File: src/rtl/cam_align_pkg.sv
// rtl/cam_align_pkg.sv - shared lane geometry and lane FSM state for the LVDS word aligner
package cam_align_pkg;

   localparam int LANES     = 5;
   localparam int LANE_W    = 8;
   localparam int SYNC_LANE = 4;

   typedef enum logic [2:0] {
      S_IDLE,
      S_WAIT_LOCK,
      S_CHECK,
      S_SLIP,
      S_SETTLE,
      S_DONE,
      S_FAILED
   } lane_state_t;

   function automatic logic state_busy(input lane_state_t s);
      return s inside {S_WAIT_LOCK, S_CHECK, S_SLIP, S_SETTLE};
   endfunction

endpackage

File: src/rtl/cam_lane_align.sv
// rtl/cam_lane_align.sv - one lane: registered compare, match/slip/settle counters, bitslip pulse
module cam_lane_align
   import cam_align_pkg::*;
#(
   parameter logic [LANE_W-1:0] TRAIN_WORD    = 8'h3A,
   parameter int                MATCH_COUNT   = 16,
   parameter int                SETTLE_CYCLES = 4,
   parameter int                MAX_SLIPS     = 8
) (
   input  logic              c,
   input  logic              rst_n,
   input  logic [LANE_W-1:0] word,
   input  logic              locked,
   input  logic              locked_q,
   input  logic              start,
   output logic              bitslip,
   output logic              done,
   output logic              failed,
   output logic              busy
);

   localparam int MW = $clog2(MATCH_COUNT + 1);
   localparam int SW = $clog2(MAX_SLIPS + 1);
   localparam int TW = (SETTLE_CYCLES > 1) ? $clog2(SETTLE_CYCLES) : 1;

   localparam logic [MW-1:0] MATCH_MAX   = MW'(MATCH_COUNT);
   localparam logic [MW-1:0] MATCH_LAST  = MW'(MATCH_COUNT - 1);
   localparam logic [SW-1:0] SLIP_MAX    = SW'(MAX_SLIPS);
   localparam logic [SW-1:0] SLIP_LAST   = SW'(MAX_SLIPS - 1);
   localparam logic [TW-1:0] SETTLE_LAST = TW'(SETTLE_CYCLES - 1);

   lane_state_t       state, state_d;
   logic [LANE_W-1:0] word_q;
   logic [MW-1:0]     match_cnt, match_d;
   logic [SW-1:0]     slip_cnt, slip_d;
   logic [TW-1:0]     settle_cnt, settle_d;

   always_ff @(posedge c or negedge rst_n) begin
      if (!rst_n) begin
         state      <= S_IDLE;
         word_q     <= '0;
         match_cnt  <= '0;
         slip_cnt   <= '0;
         settle_cnt <= '0;
         bitslip    <= 1'b0;
      end else begin
         state      <= state_d;
         word_q     <= word;
         match_cnt  <= match_d;
         slip_cnt   <= slip_d;
         settle_cnt <= settle_d;
         bitslip    <= (state_d == S_SLIP);
      end
   end

   // Lock loss keeps the slip count: the deserializer retains its slip position.
   always_comb begin
      state_d  = state;
      match_d  = match_cnt;
      slip_d   = slip_cnt;
      settle_d = settle_cnt;
      if (start) begin
         state_d  = S_WAIT_LOCK;
         match_d  = '0;
         slip_d   = '0;
         settle_d = '0;
      end else if (!locked && state != S_IDLE) begin
         state_d  = S_WAIT_LOCK;
         match_d  = '0;
         settle_d = '0;
      end else begin
         case (state)
            S_WAIT_LOCK: begin
               if (locked_q) state_d = S_CHECK;
            end
            S_CHECK: begin
               if (word_q == TRAIN_WORD) begin
                  if (match_cnt != MATCH_MAX) match_d = match_cnt + 1'b1;
                  if (match_cnt >= MATCH_LAST) state_d = S_DONE;
               end else begin
                  match_d = '0;
                  state_d = S_SLIP;
               end
            end
            S_SLIP: begin
               if (slip_cnt != SLIP_MAX) slip_d = slip_cnt + 1'b1;
               settle_d = '0;
               state_d  = (slip_cnt >= SLIP_LAST) ? S_FAILED : S_SETTLE;
            end
            S_SETTLE: begin
               if (settle_cnt >= SETTLE_LAST) state_d = S_CHECK;
               else settle_d = settle_cnt + 1'b1;
            end
            default: ;
         endcase
      end
   end

   assign done   = (state == S_DONE);
   assign failed = (state == S_FAILED);
   assign busy   = state_busy(state);

endmodule

File: src/rtl/cam_lvds_align.sv
// rtl/cam_lvds_align.sv - per-camera bitslip controller: five lane aligners plus registered status
module cam_lvds_align
   import cam_align_pkg::*;
#(
   parameter logic [LANE_W-1:0] TRAIN_WORD    = 8'h3A,
   parameter int                MATCH_COUNT   = 16,
   parameter int                SETTLE_CYCLES = 4,
   parameter int                MAX_SLIPS     = 8
) (
   input  logic                     c,
   input  logic                     rst_n,
   input  logic [LANES*LANE_W-1:0]  rxd,
   input  logic                     rx_locked,
   input  logic                     start,
   output logic [LANES-1:0]         bitslip,
   output logic [LANES-1:0]         lane_aligned,
   output logic                     aligned,
   output logic                     fail,
   output logic                     busy
);

   logic             locked_q;
   logic [LANES-1:0] lane_done;
   logic [LANES-1:0] lane_failed;
   logic [LANES-1:0] lane_busy;

   for (genvar k = 0; k < LANES; k++) begin : g_lane
      cam_lane_align #(
         .TRAIN_WORD    (TRAIN_WORD),
         .MATCH_COUNT   (MATCH_COUNT),
         .SETTLE_CYCLES (SETTLE_CYCLES),
         .MAX_SLIPS     (MAX_SLIPS)
      ) u_lane (
         .c        (c),
         .rst_n    (rst_n),
         .word     (rxd[k*LANE_W +: LANE_W]),
         .locked   (rx_locked),
         .locked_q (locked_q),
         .start    (start),
         .bitslip  (bitslip[k]),
         .done     (lane_done[k]),
         .failed   (lane_failed[k]),
         .busy     (lane_busy[k])
      );
   end

   // fail is sticky until the next start; start wins over a lane still reported FAILED.
   always_ff @(posedge c or negedge rst_n) begin
      if (!rst_n) begin
         locked_q     <= 1'b0;
         lane_aligned <= '0;
         aligned      <= 1'b0;
         fail         <= 1'b0;
         busy         <= 1'b0;
      end else begin
         locked_q     <= rx_locked;
         lane_aligned <= lane_done;
         aligned      <= &lane_aligned;
         busy         <= |lane_busy;
         if (start) fail <= 1'b0;
         else if (|lane_failed) fail <= 1'b1;
      end
   end

endmodule
File: config.mk
export PLATFORM = sky130hd
export DESIGN_NAME = cam_lvds_align
export DESIGN_NICKNAME = d
export VERILOG_FILES = /design/src/rtl/cam_align_pkg.sv /design/src/rtl/cam_lane_align.sv /design/src/rtl/cam_lvds_align.sv
export SDC_FILE = /design/constraint.sdc
export NUM_CORES = 1
export LEC_CHECK = 0
export ABC_AREA = 1
export CORE_ASPECT_RATIO = 1.1
export CORE_MARGIN = 1
export CORE_UTILIZATION = 55
export CTS_BUF_LIST = sky130_fd_sc_hd__clkbuf_4 sky130_fd_sc_hd__clkbuf_8
export DETAILED_ROUTE_END_ITERATION = 10
export PLACE_DENSITY = 0.79
export SLEW_MARGIN = 15
export SYNTH_ARGS = -nofsm -noshare
export SYNTH_HDL_FRONTEND = slang
export SYNTH_HIERARCHICAL = 1
export SYNTH_SLANG_ARGS = --single-unit
File: constraint.sdc
create_clock -name c -period 1.55 [get_ports c]
set_input_delay 0.465 -clock c [delete_from_list [all_inputs] [get_ports c]]
set_output_delay 0.465 -clock c [all_outputs]
set_load 0.005 [all_outputs]
; ---- After elaboration in Yosys (flattened, before gate mapping)
; Cells that the tools add are included.
; W data, S select, Z words.
[word_totals]
regBits = 124
latch_bits = 0
mem_bits_rw = 0
mem_bits_ro = 0
output_inout_bits = 13
elab_cells = 292
memories = 0
[classes]
n_addsub = 15
multipliers = 0
div = 0
n_lt_le_gt_ge = 15
n_eq_ne = 65
shifts = 0
mux = 107
bitwise = 0
n_reduce_logical = 55
[ops]
columns = operator, n
row1 = $mux W5, 25
row2 = $mux W3, 30
row3 = $mux W4, 20
row4 = $pmux W3 S4, 5
row5 = $eq A3 B2 Y1 const B, 15
row6 = $eq A3 B3 Y1 const B, 15
row7 = $eq A8 B6 Y1 const B, 5
row8 = $mux W2, 20
row9 = $ne A4 B3 Y1 const B, 10
row10 = $reduce_bool A4 Y1, 10
row11 = $reduce_bool A3 Y1, 10
row12 = $add A5 B1 Y5 const B, 5
row13 = $ge A5 B4 Y1 const B, 5
row14 = $ne A5 B5 Y1 const B, 5
row15 = $reduce_bool A2 Y1, 11
row16 = $add A4 B1 Y4 const B, 5
row17 = $ge A4 B3 Y1 const B, 5
row18 = $ne A4 B4 Y1 const B, 5
row19 = $pmux W2 S2, 5
row20 = $reduce_and A2 Y1, 10
row21 = $eq A3 B1 Y1 const B, 5
row22 = $reduce_and A3 Y1, 5
row23 = $add A2 B1 Y2 const B, 5
row24 = $ge A2 B2 Y1 const B, 5
row25 = other kinds (6), 16

; ---- Logic depth before layout (Yosys ltp)
[logic_depth]
ltp_word = 7
ltp_mapped = 11

; ---- Modules after synthesis
; Netlist, hierarchy kept.
[modules_own_cells]
columns = mod, instances, cells_each, area_per_inst_um2
row1 = cam_lane_align (g_lane[1].u_lane ...), 4, 163, 1301.2
row2 = cam_lane_align (g_lane[0].u_lane), 1, 170, 1318.8
row3 = cam_lvds_align, 1, 22, 277.8

; ---- Worst setup path before layout
; OpenSTA, ideal clock, no wires.
[synth_timing]
path_kind = register to register
from = register g_lane[4].u_lane.match_cnt[0]
to = register g_lane[4].u_lane.bitslip
setup_time_ps = 69
arrival_ps = 1393
required_time_ps = 1481
slack_ps = 88
path_stages_with_launch = 12
synth_period_minus_slack_ps = 1462
path_cell_list = dfrtp_1 > ha_1 > nand2_1 > nor2_1 > ha_1 > nor2_1 > nand3_1 > nand2_1 > nand2_1 > nand2_1 > nand2_2 > nor2_2
[synth_via]
elab_chain_cells = 7
[synth_lines]
columns = element, line_no
row1 = start: declaration, cam_lane_align.sv:34  ; logic [MW-1:0] match_cnt, match_d;
row2 = start signal: assignment, cam_lane_align.sv:49  ; match_cnt <= match_d;
row3 = $ge A5 B4 Y1, cam_lane_align.sv:79  ; if (match_cnt >= MATCH_LAST) state_d = S_DONE;
row4 = $mux W3, cam_lane_align.sv:79
row5 = $mux W3, cam_lane_align.sv:77  ; if (word_q == TRAIN_WORD) begin
row6 = $pmux W3 S4, cam_lane_align.sv:72  ; case (state)
row7 = $mux W3, cam_lane_align.sv:67  ; end else if (!locked && state != S_IDLE) begin
row8 = $mux W3, cam_lane_align.sv:62  ; if (start) begin
row9 = $eq A3 B2 Y1, cam_lane_align.sv:52  ; bitslip <= (state_d == S_SLIP);
row10 = end signal: assignment, cam_lane_align.sv:52
row11 = end: declaration, cam_lane_align.sv:16  ; output logic bitslip,
; Every way passes these cells.
; A chain may end at the register's enable or synchronous reset.

; ---- Worst setup path in the final report
[layout_timing]
from = register g_lane[1].u_lane.match_cnt[1]
to = register g_lane[1].u_lane.bitslip
[layout_via]
elab_chain_cells = 7
[layout_lines]
columns = element, line_no
row1 = start: declaration, cam_lane_align.sv:34
row2 = start signal: assignment, cam_lane_align.sv:49
row3 = $ge A5 B4 Y1, cam_lane_align.sv:79
row4 = $mux W3, cam_lane_align.sv:79
row5 = $mux W3, cam_lane_align.sv:77
row6 = $pmux W3 S4, cam_lane_align.sv:72
row7 = $mux W3, cam_lane_align.sv:67
row8 = $mux W3, cam_lane_align.sv:62
row9 = $eq A3 B2 Y1, cam_lane_align.sv:52
row10 = end signal: assignment, cam_lane_align.sv:52
row11 = end: declaration, cam_lane_align.sv:16
; Every way passes these cells.

==> impl_metrics.yaml <==
critical_path:
  crit_top_cell: "nand2_1"
  crit_type: "reg2reg"
  critPathSlowestCell: "dfrtp_1"
  slowest_delay_ps: 400
  cp.arrival_ps: 1890
  critPathLaunchType: "register"
  crit_path_cell_trace: "ha_2, nand2_2, nor2_2, ha_2, nor2_4, nand2_1, nand3_1, nand2_1, nand2_1, nand2_1, nor2_2"
  required_ps: 1920
  crit_path_max_fanout: 3
  r2r_slack_ps: 30
  cp.buffers_inverters: 0
  r2r-start: "g_lane[1].u_lane/match_cnt[1]"
  cp_top_family: "simple AND/OR/NAND/NOR gates"
  end_kind: "register"
  rr_worst_depth: 11
  reg2reg_to: "g_lane[1].u_lane/bitslip"
cts:
  cts_tree: "built"
  cts_root_buf: "clkbuf_8"
  clockBufferDepth: 2
  clock_latency_ps: 440
  clk_pin_slew_ps: 80
  htree_levels: 4
  clock_sinks: 124
  cts_made_buffers: 17
sta:
  relSlewSlack: 0.743
  slew_viol_final: 0
  period_needed_ps: 1520
  finalHoldViolations: 0
  clock-skew-final_ps: 14.2
  post-route-period-util: 0.979
  setup_viol: 0
  rsz0062_at_grt: "yes"
  tightest_slew_ps: 385
  max_freq_mhz: 659
  fin_tns_setup_ps: 0
routing:
  post_drt_wl_per_cell_um: 11.8
  vias: 5663
  first_pass_iters: 5
  via_per_inst: 5.04
  drt_iter0_markers: 264
  drc: 0
  wl_um: 13200
  antenna_left: 0
yosys:
  synth_seq_cells: 124
  synth_warnings: 6
  async_flop_share: 1.00
  synth_cell_types: 26
  synth_ff_type: "dfrtp_1"
  syn_avg_cell_area_um2: 8.06
  ys_seq_area_frac: 0.456
  syn_inst: 844
  synth_area_um2: 6800
  syn-num-nets: 918
  synth-edff-count: 0
final_layout:
  finalCoreUtilization: 0.702
  final_common_cell: "nand2_1"
  nNetsFinal: 1030
  syn_to_final_growth_pct: 24.2
  final_cell_count_no_fill: 1123
  regArea_um2: 3110
  fillers: 938
  multi_input_area_um2: 3270
  final_cell_mix: "202 x nand2_1, 117 x dfrtp_1, 115 x inv_1"
  antennaDiodeCount: 0
  drive_gt1_frac: 0.217
  design_area_um2: 8450
floorplanning:
  coreArea_um2: 12000
  start_util: 0.565
  dieArea_um2: 12800
  core.rowCount: 42
  die_y_um: 119
  die-width_um: 108
  io_pins: 57
power_and_ir_drop:
  p_total_w: 0.00833
  leakage_nw: 4.45
  peakVddDrop_mv: 0.638
  powerDensity_nw_per_um2: 986
global_route:
  grt_pass1_vias: 5397
  antenna_found_initial: 0
  grtUsageTotal: 0.226
  grt_overflow_total: 0
  grt_max_degree: 41
  grt_pass1_wl_um: 22900
placement:
  io_buffer_count: 56
  placed_area_um2: 7790
  placedCellCount: 1082
  gp_congestion: 0.840
  hpwlAfterDp_um: 9600
status:
  status: "complete, no violations"
job:
  cap_violations: 0
worst_hold_path:
  hold_class: "in2async"
state kept, by name (all words and copies together), names as in the netlist:
register,cells
locked_q,1
fail,1
g_lane.u_lane/word_q,40
g_lane.u_lane/state,15
g_lane.u_lane/settle_cnt,10
g_lane.u_lane/bitslip,5
busy,1
aligned,1
lane_aligned,5
g_lane.u_lane/slip_cnt,20
g_lane.u_lane/match_cnt,25
cells in the mapped netlist, types with 5 or more instances:
| cell type | number | area, µm² |
|---|---|---|
| nand3_2 | 6 | 60.1 |
| inv_2 | 10 | 37.5 |
| nand3b_1 | 6 | 45.0 |
| buf_6 | 9 | 101 |
| nand4_1 | 14 | 87.6 |
| a211oi_1 | 5 | 37.5 |
| nand2_2 | 6 | 37.5 |
| nor2_1 | 91 | 342 |
| ha_1 | 30 | 375 |
| inv_1 | 121 | 454 |
| a21oi_1 | 10 | 50.1 |
| nand3_1 | 89 | 445 |
| nor2_2 | 9 | 56.3 |
| nor2_4 | 15 | 169 |
| o21ai_1 | 8 | 40.0 |
| nand2_4 | 24 | 270 |
| o21ai_0 | 20 | 100 |
| nor3_1 | 20 | 100 |
| dfrtp_1 | 124 | 3100 |
| nand2_1 | 215 | 807 |
kinds of logic (layout without fill, tap and decap cells):
family | after synthesis | count (layout) | synth area share
flops | 124 | 124 | 0.456
compound gates | 44 | 44 | 0.0346
xor+xnor | 1 | 1 | 0.00129
fa+ha+maj | 30 | 30 | 0.0552
buf+inv | 142 | 267 | 0.0889
simple gates | 503 | 503 | 0.364
what timing repair did:
item                                    in CTS  in global routing
endpoints found under the setup margin      18                 47
setup buffers                                2                  6
pin swaps                                    5                 31
cloned                                       0                  0
hold buffers                                 1                  0
hold endpoints to repair                    14                  0
resized for setup                           31                 65
final cells by class:
type | instances | area share
clock buffers | 17 | 0.0277
clock inverters | 15 | 0.0191
inverters | 132 | 0.0592
multi-input cells | 578 | 0.387
flip-flops and latches | 124 | 0.368
well taps | 154 | 0.0228
repair buffers | 103 | 0.116
per-layer routing:
layer	up-vias	part of all wire	global-route usage
li1	2877	-	-
met1	2646	0.43	0.282
met2	116	0.51	0.381
met3	24	0.037	0.0469
met4	0	0.020	0.0856
met5	-	0	0
how the worst max path moves through the flow:
stage                                          end                           from  slack (ps)  cells past startpoint
after floorplan           g_lane[4].u_lane/bitslip  g_lane[4].u_lane/match_cnt[0]          90                     11
after global placement    g_lane[1].u_lane/bitslip                      rx_locked        -310                     11
after detailed placement  g_lane[1].u_lane/bitslip                      rx_locked        -330                     11
after CTS                 g_lane[1].u_lane/bitslip  g_lane[1].u_lane/match_cnt[0]         0.5                     11
after global routing      g_lane[1].u_lane/bitslip  g_lane[1].u_lane/match_cnt[1]         -80                     11
final                     g_lane[1].u_lane/bitslip  g_lane[1].u_lane/match_cnt[1]          30                     11
power by group:
group | internal, W | switching [W]
registers | 0.00345 | 0.000244
logic | 0.000713 | 0.00110
clock network | 0.00145 | 0.00137
metrics by stage:
stage	worst slack (ps)	hold slack (ps)
global route	-81.9	421
finish	33.1	453
detailed placement	-332	371
floorplan	87.8	169
global placement	-310	369
CTS	0.511	430
worst reg2reg max path, delay by kind of cell, from the launching register on:
kind,cells,cell delay [ps]
AND/OR/NAND/NOR,9,660
flip-flops,1,400
adder cells (fa/ha/maj),2,390
(Power assumes the default switching activity.)
